<file path="config.mk">
export PLATFORM = sky130hd
export DESIGN_NAME = pipe_hazard_ctrl
export DESIGN_NICKNAME = d
export VERILOG_FILES = /design/src/rtl/pipe_ctrl_pkg.sv /design/src/rtl/md_timer.sv /design/src/rtl/pipe_hazard_ctrl.sv
export SDC_FILE = /design/constraint.sdc
export NUM_CORES = 1
export LEC_CHECK = 0
export ABC_AREA = 1
export BUFFER_PORTS_ARGS = -buffer_cell sky130_fd_sc_hd__buf_2
export CORE_MARGIN = 5
export CORE_UTILIZATION = 25
export CTS_BUF_LIST = sky130_fd_sc_hd__clkbuf_8 sky130_fd_sc_hd__clkbuf_16
export CTS_CLUSTER_DIAMETER = 40
export DETAILED_ROUTE_END_ITERATION = 10
export GPL_ROUTABILITY_DRIVEN = 0
export HOLD_SLACK_MARGIN = 0.06
export PLACE_DENSITY = 0.43
export SYNTH_ARGS = -nofsm -noshare
export SYNTH_HDL_FRONTEND = slang
export SYNTH_SLANG_ARGS = --single-unit
</file>
<file path="constraint.sdc">
create_clock -name clk -period 2.7 [get_ports clk]
set_input_delay 0.135 -clock clk [delete_from_list [all_inputs] [get_ports clk]]
set_output_delay 0.135 -clock clk [all_outputs]
set_load 0.01 [all_outputs]
</file>
<file path="src/rtl/pipe_ctrl_pkg.sv">
// Shared definitions for the pipeline hazard controller: FSM states and
// constants used by the top and the mul/div timer.
package pipe_ctrl_pkg;

    typedef enum logic {
        RUN = 1'b0,
        MD  = 1'b1
    } state_e;

    localparam logic [4:0]  REG_ZERO   = 5'd0;
    localparam int unsigned MD_LAT_DEF = 8;

endpackage

</file>
<file path="src/rtl/md_timer.sv">
// Loadable down-counter timing the mul/div occupancy of EX.
// last is high while the counter holds 1, i.e. the final stalled cycle.
module md_timer
    import pipe_ctrl_pkg::*;
#(
    parameter int unsigned MD_LAT = MD_LAT_DEF
) (
    input  logic clk,
    input  logic Rst_n,
    input  logic load,
    input  logic dec,
    output logic last
);

    localparam logic [7:0] LOAD_VAL = 8'(MD_LAT - 1);

    logic [7:0] cnt_q;
    logic [7:0] cnt_d;

    always_comb begin
        cnt_d = cnt_q;
        if (load) begin
            cnt_d = LOAD_VAL;
        end else if (dec && cnt_q != 8'd0) begin
            cnt_d = cnt_q - 8'd1;
        end
    end

    always_ff @(posedge clk or negedge Rst_n) begin
        if (!Rst_n) begin
            cnt_q <= 8'd0;
        end else begin
            cnt_q <= cnt_d;
        end
    end

    assign last = (cnt_q == 8'd1);

endmodule

</file>
<file path="src/rtl/pipe_hazard_ctrl.sv">
// Stall/flush generator for the 5-stage pipeline: load-use, taken branch in EX,
// and multi-cycle mul/div occupancy of EX, plus a saturating stall counter.
module pipe_hazard_ctrl
    import pipe_ctrl_pkg::*;
#(
    parameter int unsigned MD_LAT = MD_LAT_DEF,
    parameter int unsigned CNT_W  = 16
) (
    input  logic             clk,
    input  logic             Rst_n,
    input  logic [4:0]       id_rs1,
    input  logic [4:0]       id_rs2,
    input  logic             id_use_rs1,
    input  logic             id_use_rs2,
    input  logic [4:0]       ex_rd,
    input  logic             ex_mem_read,
    input  logic             ex_md,
    input  logic             br_taken_ex,
    output logic             pc_we,
    output logic             ifid_we,
    output logic             ifid_flush,
    output logic             idex_we,
    output logic             idex_flush,
    output logic             exmem_we,
    output logic             exmem_flush,
    output logic             memwb_we,
    output logic             md_busy,
    output logic             md_done,
    output logic [CNT_W-1:0] stall_cnt
);

    state_e           state_q, state_d;
    logic             md_done_q, md_done_d;
    logic [CNT_W-1:0] stall_cnt_q, stall_cnt_d;

    logic load_use;
    logic md_start;
    logic md_stall;
    logic md_last;

    assign load_use = ex_mem_read && (ex_rd != REG_ZERO) &&
                      ((id_use_rs1 && id_rs1 == ex_rd) || (id_use_rs2 && id_rs2 == ex_rd));

    // md_done marks the release cycle; it must not retrigger on the same ex_md.
    assign md_start = (state_q == RUN) && ex_md && !md_done_q;
    assign md_stall = md_start || (state_q == MD);

    md_timer #(
        .MD_LAT (MD_LAT)
    ) u_md_timer (
        .clk   (clk),
        .Rst_n (Rst_n),
        .load  (md_start),
        .dec   (state_q == MD),
        .last  (md_last)
    );

    always_comb begin
        pc_we       = 1'b1;
        ifid_we     = 1'b1;
        ifid_flush  = 1'b0;
        idex_we     = 1'b1;
        idex_flush  = 1'b0;
        exmem_we    = 1'b1;
        exmem_flush = 1'b0;
        memwb_we    = 1'b1;
        if (md_stall) begin
            pc_we       = 1'b0;
            ifid_we     = 1'b0;
            idex_we     = 1'b0;
            exmem_flush = 1'b1;
        end else if (br_taken_ex) begin
            ifid_flush = 1'b1;
            idex_flush = 1'b1;
        end else if (load_use) begin
            pc_we      = 1'b0;
            ifid_we    = 1'b0;
            idex_flush = 1'b1;
        end
    end

    always_comb begin
        state_d   = state_q;
        md_done_d = 1'b0;
        unique case (state_q)
            RUN: if (md_start) state_d = MD;
            MD: begin
                if (md_last) begin
                    state_d   = RUN;
                    md_done_d = 1'b1;
                end
            end
            default: state_d = RUN;
        endcase
    end

    always_comb begin
        stall_cnt_d = stall_cnt_q;
        if (!pc_we && stall_cnt_q != {CNT_W{1'b1}}) begin
            stall_cnt_d = stall_cnt_q + 1'b1;
        end
    end

    always_ff @(posedge clk or negedge Rst_n) begin
        if (!Rst_n) begin
            state_q     <= RUN;
            md_done_q   <= 1'b0;
            stall_cnt_q <= '0;
        end else begin
            state_q     <= state_d;
            md_done_q   <= md_done_d;
            stall_cnt_q <= stall_cnt_d;
        end
    end

    assign md_busy   = (state_q == MD);
    assign md_done   = md_done_q;
    assign stall_cnt = stall_cnt_q;

endmodule

</file>
# --- Yosys cells after proc, flatten, opt, wreduce, memory -nomap -nowiden ---
# Index checks and enable logic that the tools add are counted.
op_classes:
  n_mux: 17
  reduce_logical: 15
  eq_ne: 4
  bitwise_logic: 1
  add_sub_neg: 2
ops:
  columns: ["op", "n"]
  rows:
  - ["$add 16x1->16 const B", 1]
  - ["$mux 8", 2]
  - ["$ne 16x16->1 const B", 1]
  - ["$mux 1", 14]
  - ["$eq 5x5->1", 2]
  - ["$eq 8x1->1 const B", 1]
  - ["$logic_and 1x1->1", 8]
  - ["$reduce_bool 8->1", 1]
  - ["$sub 8x1->8 const B", 1]
  - ["$reduce_bool 5->1", 1]
  - ["$logic_not 1->1", 2]
  - ["$logic_or 1x1->1", 2]
  - ["$pmux 1 s2", 1]
  - ["$reduce_bool 2->1", 1]
  - ["$not 1->1", 1]
totals:
  output_inout_bits: 26
  register_bits: 26
  elab_cells: 43
  in_bits: 22

# --- Depth between registers and ports, before layout ---
# Gate-level depths: netlist of run 1.
depth:
  ltp_word: 9
  depth_mapped: 12
  depth_no_buf: 11

# --- Cells and area by module ---
# Synthesis of run 1 repeated with hierarchy kept, for this count alone.
unflattened:
  hier_cells: 277
  hier_area_um2: 1944.4
modules_own_cells:
  columns: ["module", "instances", "area_per_inst_um2", "cells_per_inst", "seq_area_each_um2"]
  rows:
  - ["pipe_hazard_ctrl", 1, 1396.3, 203, 450.4]
  - ["md_timer", 1, 548.0, 74, 200.2]

# --- Worst setup path before layout of run 1 ---
# Ideal clock, no wire load.
synth_timing:
  path_kind: "flip-flop to flip-flop"
  startpoint: "register stall_cnt_q[0] (netlist: stall_cnt[0])"
  endpoint: "register stall_cnt_q[4] (netlist: stall_cnt[4])"
  required_time_ns: 2.583
  stages_incl_launch_ff: 10
  arrival_time_ns: 1.447
  setup_time_ns: 0.117
  synth_period_minus_slack_ns: 1.565
  path_buffers: 1
  slack_ns: 1.135
  path_cell_list: "dfrtp_1 ha_1 nand2_1 nor2_4 nand3_2 nor2_4 nand3_4 buf_6 nand3_1 nand2_1"
synth_between:
  elab_chain_len: 2
  word_cells_on_any_way: 3
  cone_classes: "add/sub: 1; eq/ne: 1; reduce/logical: 1"
synth_lines:
  columns: ["item", "line", "rtl"]
  rows:
  - ["from (decl)", "pipe_hazard_ctrl.sv:34", "logic [CNT_W-1:0] stall_cnt_q, stall_cnt_d;"]
  - ["from (signal assigned)", "pipe_hazard_ctrl.sv:112", "stall_cnt_q <= stall_cnt_d;"]
  - ["branches (longest 2 deep; another with $add 16x1->16)", null, null]
# Parallel ways; which one is timed is not known.
# A chain may end at the register's enable or synchronous reset.

# --- Final worst setup path of run 1 ---
layout_timing:
  startpoint: "register state_q (netlist: md_busy)"
  endpoint: "output ifid_we"
layout_between:
  elab_chain_len: 5
layout_lines:
  columns: ["item", "line", "rtl"]
  rows:
  - ["from (decl)", "pipe_hazard_ctrl.sv:32", "state_e state_q, state_d;"]
  - ["from (signal assigned)", "pipe_hazard_ctrl.sv:110", "state_q <= state_d;"]
  - ["$not 1->1", null, null]
  - ["$logic_and 1x1->1 (2 in series)", "pipe_hazard_ctrl.sv:45", "assign md_start = (state_q == RUN) && ex_md && !md_done_q;"]
  - ["$logic_or 1x1->1 (*)", "pipe_hazard_ctrl.sv:46", "assign md_stall = md_start || (state_q == MD);"]
  - ["$mux 1 (*)", "pipe_hazard_ctrl.sv:67", "if (md_stall) begin"]
  - ["to (decl)", "pipe_hazard_ctrl.sv:20", "output logic ifid_we,"]
# Mark *: on every way between the ends. The rest lies on a longest branch, timed or not.

==> impl_summary.log, run 1 <==
INFO  metric hold_viol_final = 0
INFO  metric crit_fanout = 13
INFO  metric via_count_of_the_first_global_routing_pass = 1,552
INFO  metric rows = 30
INFO  metric tightestPinTransition = 0.618 ns
INFO  metric synth-warning-count = 0
INFO  metric outcome = finished, final reports clean
INFO  metric die_area = 0.00895 mm2
INFO  metric clock-skew-final = 0.00831 ns
INFO  metric clock_period_minus_worst_slack = 2.04 ns
INFO  metric track_usage = 9.76%
INFO  metric tritoncts.num_buffers = 3
INFO  metric initial_core_util = 26.0%
INFO  metric design.final.nets = 337
INFO  metric crit_required = 2.57 ns
INFO  metric netlist_top_cells_count = sky130_fd_sc_hd__nand2_1 (92), sky130_fd_sc_hd__inv_1 (35), sky130_fd_sc_hd__nor2_1 (32)
INFO  metric cts_root_buf = sky130_fd_sc_hd__clkbuf_8
INFO  metric worst-setup-path-type = reg2out
INFO  metric io_pins = 48
INFO  metric powerDensity = 739 mW/mm2
INFO  metric insertion_delay = 0.27 ns
INFO  metric synthMuxAreaShare = 0%
INFO  metric grt_max_degree = 27
INFO  metric synth_simple_gate_area_share = 40.1%
INFO  metric synth-compound-area-share = 3.99%
INFO  metric clock.fmax = 491 MHz
INFO  metric drt_drc_violations_left = 0
INFO  metric report.final.setup_viol = 0
INFO  metric detail_route.vias_per_cell = 4.13
INFO  metric cts_hold_repair.buffers = 1
INFO  metric postSynthCellCount = 266
INFO  metric async_reset_ff_share = 100%
INFO  metric dieWidth = 94.6 um
INFO  metric drtPass1Iterations = 4
INFO  metric leakage = 1.17 nW
INFO  metric synth_area_leader_cell = sky130_fd_sc_hd__dfrtp_1
INFO  metric dr.first_iter.drc_count = 40
INFO  metric final_layout_size_suffix_gt1_share = 21.5%
INFO  metric wl_per_cell = 10.3 um
INFO  metric yosys_register_bits = 26
INFO  metric tritoncts = built
INFO  metric synthDominantCellAreaShare = 36.4%
INFO  metric grt_pass1_wl = 7.11 mm
INFO  metric layout-area-overhead-vs-synth = 20.0%
INFO  metric die_y = 94.6 um
INFO  metric cp_data_arrival_time = 1.90 ns
INFO  metric syn_area = 0.00179 mm2
INFO  metric clock_tree.htree_level_count = 1
INFO  metric synth_xor_area_share = 4.90%
INFO  metric grt_remaining_overflow = 0
INFO  metric drt-total-wl = 4.19 mm
INFO  metric totalNegativeSetupSlack = 0 ns
INFO  metric vdd_ir_drop_max = 0.237 mV
INFO  metric synth_top_cells_by_area = sky130_fd_sc_hd__dfrtp_1 (36%), sky130_fd_sc_hd__nand2_1 (19%), sky130_fd_sc_hd__nand3_1 (7.6%)
INFO  metric most_common_cell_in_the_netlist = sky130_fd_sc_hd__nand2_1
INFO  metric rsz0062_at_grt = no
INFO  metric vias = 1,679
INFO  metric finalWorstSetupSlack = 0.665 ns
INFO  metric synth_sequential_area_ratio = 36.4%
INFO  metric number_of_violations_of_the_max_capacitance_limit = 0
INFO  metric period_share = 75.4%
INFO  metric slew-limit-headroom = 58.8%
INFO  metric endpoint_kind = output port
INFO  metric post_cts.resized_instances = 0
INFO  metric hold_class = in2reg
INFO  metric number_of_antenna_violations_at_the_first_check_in_global_routing = 0
INFO  metric clkTransAtPathRegs = 0.09 ns
INFO  metric fp.coreArea = 0.00687 mm2
INFO  metric dominant_combinational_cell_family_by_area_after_synthesis = simple AND/OR/NAND/NOR gates
INFO  metric synth_edf_count = 0
INFO  metric syn-mean-instance-area = 6.73 um2
INFO  metric detailedPlace.worstSlack = 0.725 ns
INFO  metric final_antenna_violating_net_count = 0
INFO  metric place_hpwl = 3.26 mm
INFO  metric io_buffer_count = 45
INFO  metric inserted_diodes = 0
INFO  metric final-max-slew-violation-count = 0
INFO  metric numClockSinks = 26
INFO  metric ctsLongestPathBuffers = 2
INFO  metric fraction_of_the_mapped_netlist_area_in_adder_cells = 2.10%
INFO  metric critical_path.startpoint_type = register
INFO  metric dominantRegCellSynth = sky130_fd_sc_hd__dfrtp_1
INFO  metric cts_setup_buffers = 0
INFO  metric yosysUniqueCellTypes = 25
-- cell usage in the layout (no fill, tap or decap) --
master / instances
sky130_fd_sc_hd__conb_1: 2
sky130_fd_sc_hd__a21oi_1: 4
sky130_fd_sc_hd__buf_4: 1
sky130_fd_sc_hd__nor3_2: 3
sky130_fd_sc_hd__nor2_4: 2
sky130_fd_sc_hd__nand3_2: 1
sky130_fd_sc_hd__nand4_1: 1
sky130_fd_sc_hd__dfrtp_1: 26
sky130_fd_sc_hd__o21ai_0: 5
sky130_fd_sc_hd__inv_2: 7
sky130_fd_sc_hd__nor2_1: 32
sky130_fd_sc_hd__nand2_2: 2
sky130_fd_sc_hd__nand3b_1: 1
sky130_fd_sc_hd__xor2_1: 9
sky130_fd_sc_hd__nor3_1: 2
sky130_fd_sc_hd__inv_1: 35
sky130_fd_sc_hd__dlygate4sd3_1: 1
sky130_fd_sc_hd__nand3_4: 1
sky130_fd_sc_hd__o21ai_1: 2
sky130_fd_sc_hd__nand2_1: 92
sky130_fd_sc_hd__o21a_1: 1
sky130_fd_sc_hd__o21ai_2: 1
sky130_fd_sc_hd__clkbuf_8: 4
sky130_fd_sc_hd__ha_1: 3
sky130_fd_sc_hd__nand3_1: 27
sky130_fd_sc_hd__xnor2_1: 1
sky130_fd_sc_hd__buf_2: 45
-- report_power, final --
part	switching (W)	internal, W
Sequential	0.000124	0.000505
Clock	0.000131	0.000130
Combinational	0.000430	0.000266
Total	0.000685	0.000901
-- sequential cells by signal, indices dropped and copies added, names as in the netlist --
| signal | count |
|---|---|
| md_done | 1 |
| md_busy | 1 |
| u_md_timer.cnt_q | 8 |
| stall_cnt | 16 |
-- through the flow --
step	hold WS (ns)	total power, W	instances	instance area [um2]	util (%)
after global routing	0.238	0.00175	407	2150	31.3
after floorplan	-0.161	0.00114	267	1790	-
after detailed placement	0.196	0.00134	402	2080	30.3
after global placement	0.192	0.00134	402	2080	30.3
after CTS	0.201	0.00162	407	2150	31.3
final	0.200	0.00159	407	2150	31.3
-- area by class of cell --
| type | count | area (um2) |
|---|---|---|
| clock buffers | 4 | 55.1 |
| fillers | 770 | 4720 |
| inverters | 42 | 158 |
| multi-input cells | 192 | 921 |
| flip-flops and latches | 26 | 651 |
| well taps | 96 | 120 |
| repair buffers | 47 | 243 |
-- worst paths after layout --
kind                                            from                         endpoint  slack, ns  cells after the start
max                                md_busy$_DFF_PN0_                          ifid_we       0.66                      5
min                                            ex_md  u_md_timer.cnt_q[4]$_DFFE_PN0P_       0.20                      4
max reg2reg                        md_busy$_DFF_PN0_         stall_cnt[8]$_DFFE_PN0P_       0.79                      6
min reg2reg                stall_cnt[12]$_DFFE_PN0P_        stall_cnt[12]$_DFFE_PN0P_       0.52                      2
max in group asynchronous                      Rst_n        stall_cnt[11]$_DFFE_PN0P_       1.89                      2
min in group asynchronous                      Rst_n         stall_cnt[3]$_DFFE_PN0P_       0.40                      2
-- routing by layer --
metal	wire length, um	global-route usage (%)	vias to the layer above
li1	-	-	895
met1	2150	14.0	751
met2	1820	15.3	29
met3	180	1.43	4
met4	38	2.52	0
met5	0	0	-
-- worst max-delay path: stages, from the launching register on --
cell	delay, ns
sky130_fd_sc_hd__dfrtp_1	0.45
sky130_fd_sc_hd__nor3_2	0.35
sky130_fd_sc_hd__nor2_1	0.16
sky130_fd_sc_hd__nand2_1	0.41
sky130_fd_sc_hd__inv_1	0.11
sky130_fd_sc_hd__buf_2	0.16
-- cell families after synthesis --
logic type / count (synthesis)
other cells: 1
fa+ha+maj: 3
compound gates: 13
flops: 26
simple gates: 164
xor+xnor: 10
buf+inv: 49
Note: power is estimated with default switching activity, not from simulation.
==> inputs of run 2 (changes only) <==
--- a/config.mk
+++ b/config.mk
@@ -5,7 +5,7 @@
 export SDC_FILE = /design/constraint.sdc
 export NUM_CORES = 1
 export LEC_CHECK = 0
-export ABC_AREA = 1
+export ABC_AREA = 0
 export BUFFER_PORTS_ARGS = -buffer_cell sky130_fd_sc_hd__buf_2
 export CORE_MARGIN = 5
 export CORE_UTILIZATION = 25
@@ -14,7 +14,7 @@
 export DETAILED_ROUTE_END_ITERATION = 10
 export GPL_ROUTABILITY_DRIVEN = 0
 export HOLD_SLACK_MARGIN = 0.06
-export PLACE_DENSITY = 0.43
+export PLACE_DENSITY = 0.44
 export SYNTH_ARGS = -nofsm -noshare
 export SYNTH_HDL_FRONTEND = slang
 export SYNTH_SLANG_ARGS = --single-unit
==> constraint.sdc (replaced) <==
create_clock -name clk -period 1.9 [get_ports clk]
set_input_delay 0.095 -clock clk [delete_from_list [all_inputs] [get_ports clk]]
set_output_delay 0.095 -clock clk [all_outputs]
set_load 0.01 [all_outputs]
==> impl_summary.log, run 2 <==
INFO  metric insertion_delay = 0.27 ns (about the same)
INFO  metric cts_root_buf = sky130_fd_sc_hd__clkbuf_8 (unchanged)
INFO  metric hold_viol_final = 0 (unchanged)
INFO  metric clkTransAtPathRegs = 0.09 ns (about the same)
INFO  metric timing.hold.ws = 0.120 ns (was 0.200 ns)
INFO  metric largest_register_ffs = 16 (unchanged)
INFO  metric multi_input_area = 811 um2 (was 921 um2)
INFO  metric die_y = 86.9 um (was 94.6 um)
INFO  metric most_common_cell_in_the_netlist = sky130_fd_sc_hd__dfrtp_1 (was sky130_fd_sc_hd__nand2_1)
INFO  metric grt_max_degree = 27 (unchanged)
INFO  metric clock-skew-final = 0.00422 ns (was 0.00831 ns)
INFO  metric inserted_diodes = 0 (unchanged)
INFO  metric grt_pass1_wl = 5.75 mm (was 7.11 mm)
INFO  metric dp.cells = 279 (was 402)
INFO  metric netlist_top_cells_count = sky130_fd_sc_hd__dfrtp_1 (26), sky130_fd_sc_hd__nor2_1 (18), sky130_fd_sc_hd__xnor2_1 (14) (was sky130_fd_sc_hd__nand2_1 (92), sky130_fd_sc_hd__inv_1 (35), sky130_fd_sc_hd__nor2_1 (32))
INFO  metric initial_core_util = 25.3% (was 26.0%)
INFO  metric track_usage = 9.37% (was 9.76%)
INFO  metric tightestPinTransition = 0.613 ns (was 0.618 ns)
INFO  metric clock_power_share = 13.2% (was 16.5%)
INFO  metric power.internal = 0.00148 W (was 0.000901 W)
INFO  metric synth_edf_count = 0 (unchanged)
INFO  metric io_buffer_count = 45 (unchanged)
INFO  metric rsz0062_at_grt = yes (was no)
INFO  metric report.final.setup_viol = 1 (was 0)
INFO  metric final-max-slew-violation-count = 0 (unchanged)
INFO  metric totalPowerFinal = 0.00240 W (was 0.00159 W)
INFO  metric detail_route.vias_per_cell = 4.48 (was 4.13)
INFO  metric cp_data_arrival_time = 2.05 ns (was 1.90 ns)
INFO  metric clock_period_minus_worst_slack = 1.91 ns
INFO  metric synth_area_leader_cell = sky130_fd_sc_hd__dfrtp_1 (unchanged)
INFO  metric sequential_cell_area = 651 um2 (unchanged)
INFO  metric die_area = 0.00756 mm2 (was 0.00895 mm2)
INFO  metric async_reset_ff_share = 100% (unchanged)
INFO  metric slew-limit-headroom = 59.2% (was 58.8%)
INFO  metric synth-warning-count = 0 (unchanged)
INFO  metric crit_required = 2.05 ns (was 2.57 ns)
INFO  metric grt_remaining_overflow = 0 (unchanged)
INFO  metric postSynthCellCount = 147 (was 266)
INFO  metric critical_path.startpoint_type = register (unchanged)
INFO  metric fp.coreArea = 0.00585 mm2 (was 0.00687 mm2)
INFO  metric number_of_violations_of_the_max_capacitance_limit = 0 (unchanged)
INFO  metric netSwitchingPower = 0.000914 W (was 0.000685 W)
INFO  metric finalWorstSetupSlack = -0.00722 ns (was 0.665 ns)
INFO  metric tritoncts = built (unchanged)
INFO  metric dieWidth = 86.9 um (was 94.6 um)
INFO  metric tritoncts.num_buffers = 3 (unchanged)
INFO  metric drt-total-wl = 3.59 mm (was 4.19 mm)
INFO  metric ctsLongestPathBuffers = 2 (unchanged)
INFO  metric vias = 1,280 (was 1,679)
INFO  metric drt_drc_violations_left = 0 (unchanged)
INFO  metric mostFrequentLayoutCells = sky130_fd_sc_hd__buf_2 (45), sky130_fd_sc_hd__dfrtp_1 (26), sky130_fd_sc_hd__buf_4 (18) (was sky130_fd_sc_hd__nand2_1 (92), sky130_fd_sc_hd__buf_2 (45), sky130_fd_sc_hd__inv_1 (35))
INFO  metric final_layout_size_suffix_gt1_share = 37.4% (was 21.5%)
INFO  metric io_pins = 48 (unchanged)
INFO  metric via_count_of_the_first_global_routing_pass = 1,223 (was 1,552)
INFO  metric clock.fmax = 524 MHz
INFO  metric synth_sequential_area_ratio = 44.0% (was 36.4%)
INFO  metric syn_area = 0.00148 mm2 (was 0.00179 mm2)
INFO  metric sequentialPowerShare = 40.3% (was 39.6%)
INFO  metric clock_tree.htree_level_count = 1 (unchanged)
INFO  metric comb_power_share = 46.5% (was 43.9%)
INFO  metric final_cells = 286 (was 407)
INFO  metric place_hpwl = 2.75 mm (was 3.26 mm)
INFO  metric dr.first_iter.drc_count = 39 (was 40)
INFO  metric number_of_antenna_violations_at_the_first_check_in_global_routing = 0 (unchanged)
INFO  metric power_switching_share = 38.1% (was 43.2%)
INFO  metric violations = setup timing
INFO  metric period_share = 100%
INFO  metric powerDensity = 1210 mW/mm2 (was 739 mW/mm2)
INFO  metric yosys_register_bits = 26 (unchanged)
INFO  metric hold_class = in2reg (unchanged)
INFO  metric fillers = 634 (was 770)
INFO  metric synth_top_cells_by_area = sky130_fd_sc_hd__dfrtp_1 (44%), sky130_fd_sc_hd__xnor2_1 (8.3%), sky130_fd_sc_hd__xor2_1 (7.7%) (was sky130_fd_sc_hd__dfrtp_1 (36%), sky130_fd_sc_hd__nand2_1 (19%), sky130_fd_sc_hd__nand3_1 (7.6%))
INFO  metric dominantRegCellSynth = sky130_fd_sc_hd__dfrtp_1 (unchanged)
INFO  metric numClockSinks = 26 (unchanged)
INFO  metric vdd_ir_drop_max = 0.603 mV (was 0.237 mV)
INFO  metric design.final.nets = 238 (was 337)
INFO  metric leakage = 0.933 nW (was 1.17 nW)
INFO  metric outcome = complete, but fails checks (was finished, final reports clean)
INFO  metric final_antenna_violating_net_count = 0 (unchanged)
INFO  metric totalNegativeSetupSlack = -0.00722 ns (was 0 ns)
INFO  metric final_common_cell = sky130_fd_sc_hd__buf_2 (was sky130_fd_sc_hd__nand2_1)
INFO  metric syn-mean-instance-area = 10.1 um2 (was 6.73 um2)
INFO  metric wl_per_cell = 12.5 um (was 10.3 um)
INFO  metric layout-area-overhead-vs-synth = 33.9% (was 20.0%)
INFO  metric drtPass1Iterations = 4 (unchanged)
INFO  metric synthDominantCellAreaShare = 44.0% (was 36.4%)
INFO  metric endpoint_kind = register (was output port)
INFO  metric worst-setup-path-type = reg2reg (was reg2out)
INFO  metric crit_fanout = 4 (was 13)
INFO  metric yosysUniqueCellTypes = 39 (was 25)
INFO  metric rows = 28 (was 30)
==> run 2: cell count changes after synthesis, sizes merged, moves of 4 or more <==
cell   change
o21ai      -6
nand3     -24
nor3       +4
xor2       +4
xnor2     +13
nand4      +5
mux2       +4
nor2      -15
nand2     -83
inv       -38
==> run 2: routing by layer <==
metal	part of all wire [%]	global-route usage [%]
met3	8.8	1.89
met1	48	13.5
met5	0	0
met2	43	14.1
met4	0.33	2.55
==> run 2: layout make-up <==
class / instances / area share, %
Sequential cell: 26 / 32.8
Timing Repair Buffer: 64 / 18.7
Tap cell: 75 / 4.73
Clock buffer: 3 / 2.08
Inverter: 4 / 0.758
Multi-Input combinational cell: 114 / 40.9
==> run 2: what timing repair did <==
action,4_1_cts,5_1_grt
endpoints found under the hold margin,26,0
cloned,0,0
hold buffers,1,0
resized for setup,1,5
endpoints found under the setup margin,1,7
setup buffers,1,2
==> run 2: final timing paths <==
check	startpoint	to	slack, ns	cells past startpoint
max in group asynchronous	Rst_n	stall_cnt[14]$_DFFE_PN0P_	1.13	2
min in group asynchronous	Rst_n	u_md_timer.cnt_q[0]$_DFFE_PN0P_	0.36	2
worst max register to register	u_md_timer.cnt_q[4]$_DFFE_PN0P_	u_md_timer.cnt_q[5]$_DFFE_PN0P_	-0.007	6
worst min register to register	stall_cnt[7]$_DFFE_PN0P_	stall_cnt[7]$_DFFE_PN0P_	0.50	1
worst max-delay path	u_md_timer.cnt_q[4]$_DFFE_PN0P_	u_md_timer.cnt_q[5]$_DFFE_PN0P_	-0.007	6
worst min-delay path	ex_md	u_md_timer.cnt_q[2]$_DFFE_PN0P_	0.12	3
==> run 2: metrics by stage <==
step | utilization (%) | setup WS, ns | area, um2
6_report | 33.9 | -0.00722 | 1980
5_1_grt | 33.9 | -0.0754 | 1980
4_1_cts | 33.3 | 0.00406 | 1950
3_5_place_dp | 32.2 | -0.000984 | 1880
3_3_place_gp | 32.2 | 0.00567 | 1880
2_1_floorplan | - | 0.0585 | 1490
==> run 2: critical path, cell delays in order, from the launching register on <==
cell and delay, ns:
sky130_fd_sc_hd__dfrtp_1 0.43, sky130_fd_sc_hd__or4_4 0.59, sky130_fd_sc_hd__o41ai_4 0.28, sky130_fd_sc_hd__or3_4 0.20, sky130_fd_sc_hd__or4_4 0.11, sky130_fd_sc_hd__xor2_1 0.13, sky130_fd_sc_hd__nor2_1 0.05
==> run 2: kinds of logic (layout without fill, tap and decap cells) <==
logic type      Yosys count  in the layout  synth area share (%)
other cells               1              2                 0.253
flops                    26             26                  44.0
mux                       4              4                  3.30
fa+ha+maj                 3              3                  2.54
xor+xnor                 27             27                  16.0
compound gates           10             10                  6.59
buf+inv                   8             71                  3.30
simple gates             68             68                  24.1
==> run 2: power by group through the flow <==
stage | Clock, W | Combinational [W] | Sequential (W)
2_1_floorplan | 0 | 0.000517 | 0.00106
3_3_place_gp | 0 | 0.00104 | 0.000979
3_5_place_dp | 0 | 0.00103 | 0.000978
4_1_cts | 0.000333 | 0.00107 | 0.000965
5_1_grt | 0.000357 | 0.00125 | 0.00100
6_report | 0.000316 | 0.00111 | 0.000966
==> inputs of run 3 (changes only) <==
--- a/config.mk
+++ b/config.mk
@@ -14,7 +14,7 @@
 export DETAILED_ROUTE_END_ITERATION = 10
 export GPL_ROUTABILITY_DRIVEN = 0
 export HOLD_SLACK_MARGIN = 0.06
-export PLACE_DENSITY = 0.44
+export PLACE_DENSITY = 0.49
 export SYNTH_ARGS = -nofsm -noshare
 export SYNTH_HDL_FRONTEND = slang
 export SYNTH_SLANG_ARGS = --single-unit
==> impl_summary.log, run 3 (same netlist as run 2, synthesis figures left out) <==
INFO  metric outcome = finished, final reports clean (was complete, but fails checks)
INFO  metric final-max-slew-violation-count = 0 (unchanged)
INFO  metric timing.hold.ws = 0.124 ns (was 0.120 ns)
INFO  metric via_count_of_the_first_global_routing_pass = 1,270 (was 1,223)
INFO  metric track_usage = 9.67% (was 9.37%)
INFO  metric mostFrequentLayoutCells = sky130_fd_sc_hd__buf_2 (45), sky130_fd_sc_hd__dfrtp_1 (26), sky130_fd_sc_hd__buf_4 (22) (was sky130_fd_sc_hd__buf_2 (45), sky130_fd_sc_hd__dfrtp_1 (26), sky130_fd_sc_hd__buf_4 (18))
INFO  metric netSwitchingPower = 0.000891 W (was 0.000914 W)
INFO  metric hold_class = in2reg (unchanged)
INFO  metric hold_viol_final = 0 (unchanged)
INFO  metric clkTransAtPathRegs = 0.09 ns (about the same)
INFO  metric worst_r2r_path_depth = 8 (was 6)
INFO  metric leakage = 0.955 nW (was 0.933 nW)
INFO  metric timing.hold.worst_path_depth = 3 (unchanged)
INFO  metric clock_tree.htree_level_count = 1 (unchanged)
INFO  metric rsz0062_at_grt = yes (unchanged)
INFO  metric detail_route.vias_per_cell = 4.43 (was 4.48)
INFO  metric dr.first_iter.drc_count = 46 (was 39)
INFO  metric wl_per_cell = 12.1 um (was 12.5 um)
INFO  metric power_switching_share = 36.8% (was 38.1%)
INFO  metric tritoncts = built (unchanged)
INFO  metric sequential_cell_area = 651 um2 (unchanged)
INFO  metric final_common_cell = sky130_fd_sc_hd__buf_2 (unchanged)
INFO  metric crit_path_cell_trace = inv_1, ha_1, inv_2, o41ai_4, or3_4, or4_1, xor2_1, nor2_1 (was or4_4, o41ai_4, or3_4, or4_4, xor2_1, nor2_1)
INFO  metric number_of_antenna_violations_at_the_first_check_in_global_routing = 0 (unchanged)
INFO  metric drt-total-wl = 3.53 mm (was 3.59 mm)
INFO  metric number_of_violations_of_the_max_capacitance_limit = 0 (unchanged)
INFO  metric powerDensity = 1200 mW/mm2 (was 1210 mW/mm2)
INFO  metric final_layout_size_suffix_gt1_share = 37.5% (was 37.4%)
INFO  metric largest_register_ffs = 16 (unchanged)
INFO  metric clock.fmax = 537 MHz (was 524 MHz)
INFO  metric fp.coreArea = 0.00585 mm2 (unchanged)
INFO  metric tightestPinTransition = 0.582 ns (was 0.613 ns)
INFO  metric ctsLongestPathBuffers = 2 (unchanged)
INFO  metric comb_power_share = 45.5% (was 46.5%)
INFO  metric clock_period_minus_worst_slack = 1.86 ns (was 1.91 ns)
INFO  metric slowest_stage = sky130_fd_sc_hd__or4_1 (was sky130_fd_sc_hd__or4_4)
INFO  metric die_area = 0.00756 mm2 (unchanged)
INFO  metric crit_fanout = 3 (was 4)
INFO  metric io_buffer_count = 45 (unchanged)
INFO  metric sequentialPowerShare = 39.8% (was 40.3%)
INFO  metric drt_drc_violations_left = 0 (unchanged)
INFO  metric io_pins = 48 (unchanged)
INFO  metric drtPass1Iterations = 5 (was 4)
INFO  metric crit-reg2reg-capture = u_md_timer.cnt_q[5]$_DFFE_PN0P_ (unchanged)
INFO  metric final_cell_area = 0.00202 mm2 (was 0.00198 mm2)
INFO  metric timing.reg2reg.setup_slack = 0.04 ns (was -0.007 ns)
INFO  metric insertion_delay = 0.27 ns (about the same)
INFO  metric cts_root_buf = sky130_fd_sc_hd__clkbuf_8 (unchanged)
INFO  metric numClockSinks = 26 (unchanged)
INFO  metric crit_required = 2.04 ns (was 2.05 ns)
INFO  metric design.final.nets = 242 (was 238)
INFO  metric period_share = 97.9% (was 100%)
INFO  metric vdd_ir_drop_max = 0.437 mV (was 0.603 mV)
INFO  metric slew-limit-headroom = 61.2% (was 59.2%)
INFO  metric vias = 1,289 (was 1,280)
INFO  metric layout-area-overhead-vs-synth = 36.3% (was 33.9%)
INFO  metric tritoncts.num_buffers = 3 (unchanged)
INFO  metric endpoint_kind = register (unchanged)
INFO  metric dpl-instance-area = 0.00193 mm2 (was 0.00188 mm2)
INFO  metric hold_path_end = u_md_timer.cnt_q[2]$_DFFE_PN0P_ (unchanged)
INFO  metric initial_core_util = 25.3% (unchanged)
INFO  metric place_hpwl = 2.83 mm (was 2.75 mm)
INFO  metric die_y = 86.9 um (unchanged)
INFO  metric grt_max_degree = 27 (unchanged)
INFO  metric multi_input_area = 802 um2 (was 811 um2)
INFO  metric fillers = 613 (was 634)
INFO  metric inserted_diodes = 0 (unchanged)
INFO  metric critical_path.max_stage_delay = 0.42 ns (was 0.59 ns)
INFO  metric r2r-start = u_md_timer.cnt_q[0]$_DFFE_PN0P_ (was u_md_timer.cnt_q[4]$_DFFE_PN0P_)
INFO  metric clock-skew-final = 0.00509 ns (was 0.00422 ns)
INFO  metric hold_path_startpoint = ex_md (unchanged)
INFO  metric worst-setup-path-type = reg2reg (unchanged)
INFO  metric grt_remaining_overflow = 0 (unchanged)
INFO  metric clock_power_share = 14.7% (was 13.2%)
INFO  metric critical_path.startpoint_type = register (unchanged)
INFO  metric cp_data_arrival_time = 2.00 ns (was 2.05 ns)
INFO  metric grt_pass1_wl = 5.84 mm (was 5.75 mm)
INFO  metric report.final.setup_viol = 0 (was 1)
INFO  metric rows = 28 (unchanged)
INFO  metric dieWidth = 86.9 um (unchanged)
INFO  metric power.internal = 0.00153 W (was 0.00148 W)
INFO  metric final_antenna_violating_net_count = 0 (unchanged)
-- run 3: changes by cell type in the layout (fill, tap and decap cells not counted) --
cell                       before  now
sky130_fd_sc_hd__buf_4         18   22
sky130_fd_sc_hd__or4_1          1    2
sky130_fd_sc_hd__or2_4          1    0
sky130_fd_sc_hd__nor2_2         2    1
sky130_fd_sc_hd__or2_1          0    1
sky130_fd_sc_hd__clkbuf_8       3    4
sky130_fd_sc_hd__nor2_1        16   17
sky130_fd_sc_hd__or4_4          2    1
-- run 3: per-layer routing --
layer  track usage [%]  up-vias  part of all wire (%)
met2              14.6       41                    45
met1              13.3      600                    46
met3              2.27        2                   7.8
li1                  -      646                     -
met5                 0        -                     0
met4              3.82        0                  0.77
-- run 3: worst max-delay path by stage --
| stage | start | to |
|---|---|---|
| 3_5_place_dp | u_md_timer.cnt_q[0]$_DFFE_PN0P_ | u_md_timer.cnt_q[5]$_DFFE_PN0P_ |
| 4_1_cts | u_md_timer.cnt_q[0]$_DFFE_PN0P_ | u_md_timer.cnt_q[5]$_DFFE_PN0P_ |
| 6_report | u_md_timer.cnt_q[0]$_DFFE_PN0P_ | u_md_timer.cnt_q[5]$_DFFE_PN0P_ |
| 5_1_grt | u_md_timer.cnt_q[0]$_DFFE_PN0P_ | u_md_timer.cnt_q[5]$_DFFE_PN0P_ |
| 3_3_place_gp | ex_rd[1] | stall_cnt[5]$_DFFE_PN0P_ |
| 2_1_floorplan | u_md_timer.cnt_q[4]$_DFFE_PN0P_ | u_md_timer.cnt_q[5]$_DFFE_PN0P_ |
-- run 3: metrics by stage --
step / util [%] / power [W] / setup WS [ns] / setup TNS, ns / cells
final: 34.5 / 0.00242 / 0.0392 / 0 / 291
after global routing: 34.5 / 0.00264 / -0.0425 / -0.142 / 291
after global placement: 33.0 / 0.00205 / 0.0395 / 0 / 285
after floorplan: - / 0.00157 / 0.0585 / 0 / 148
after detailed placement: 33.0 / 0.00207 / 0.0233 / 0 / 285
after CTS: 34.1 / 0.00245 / 0.00701 / 0 / 290
-- run 3: area by class of cell --
class                           count  area share, %
Tap cell                           75           4.65
Timing Repair Buffer               68           19.9
Sequential cell                    26           32.3
Inverter                            4          0.744
Clock buffer                        4           2.73
Multi-Input combinational cell    114           39.8
-- run 3: critical path: cells and delay by family (launching register included) --
family	cells	cell delay (ns)
buffers and inverters	2	0.13
AND/OR/NAND/NOR	3	0.82
adder cells (fa/ha/maj)	1	0.20
flip-flops	1	0.35
XOR/XNOR	1	0.14
AO/OA/AOI/OAI	1	0.09
-- run 3: what timing repair did --
item                       CTS  global route
setup endpoints to repair    0             6
hold buffers                 1             0
setup buffers                0             1
gates resized for setup      0             3
hold endpoints to repair    26             0
-- run 3: power groups by stage --
stage,Combinational [W],Clock [W],Sequential [W]
6_report,0.00110,0.000355,0.000962
5_1_grt,0.00124,0.000402,0.00100
4_1_cts,0.00110,0.000380,0.000965
3_5_place_dp,0.00110,0,0.000976
3_3_place_gp,0.00109,0,0.000964
2_1_floorplan,0.000517,0,0.00106
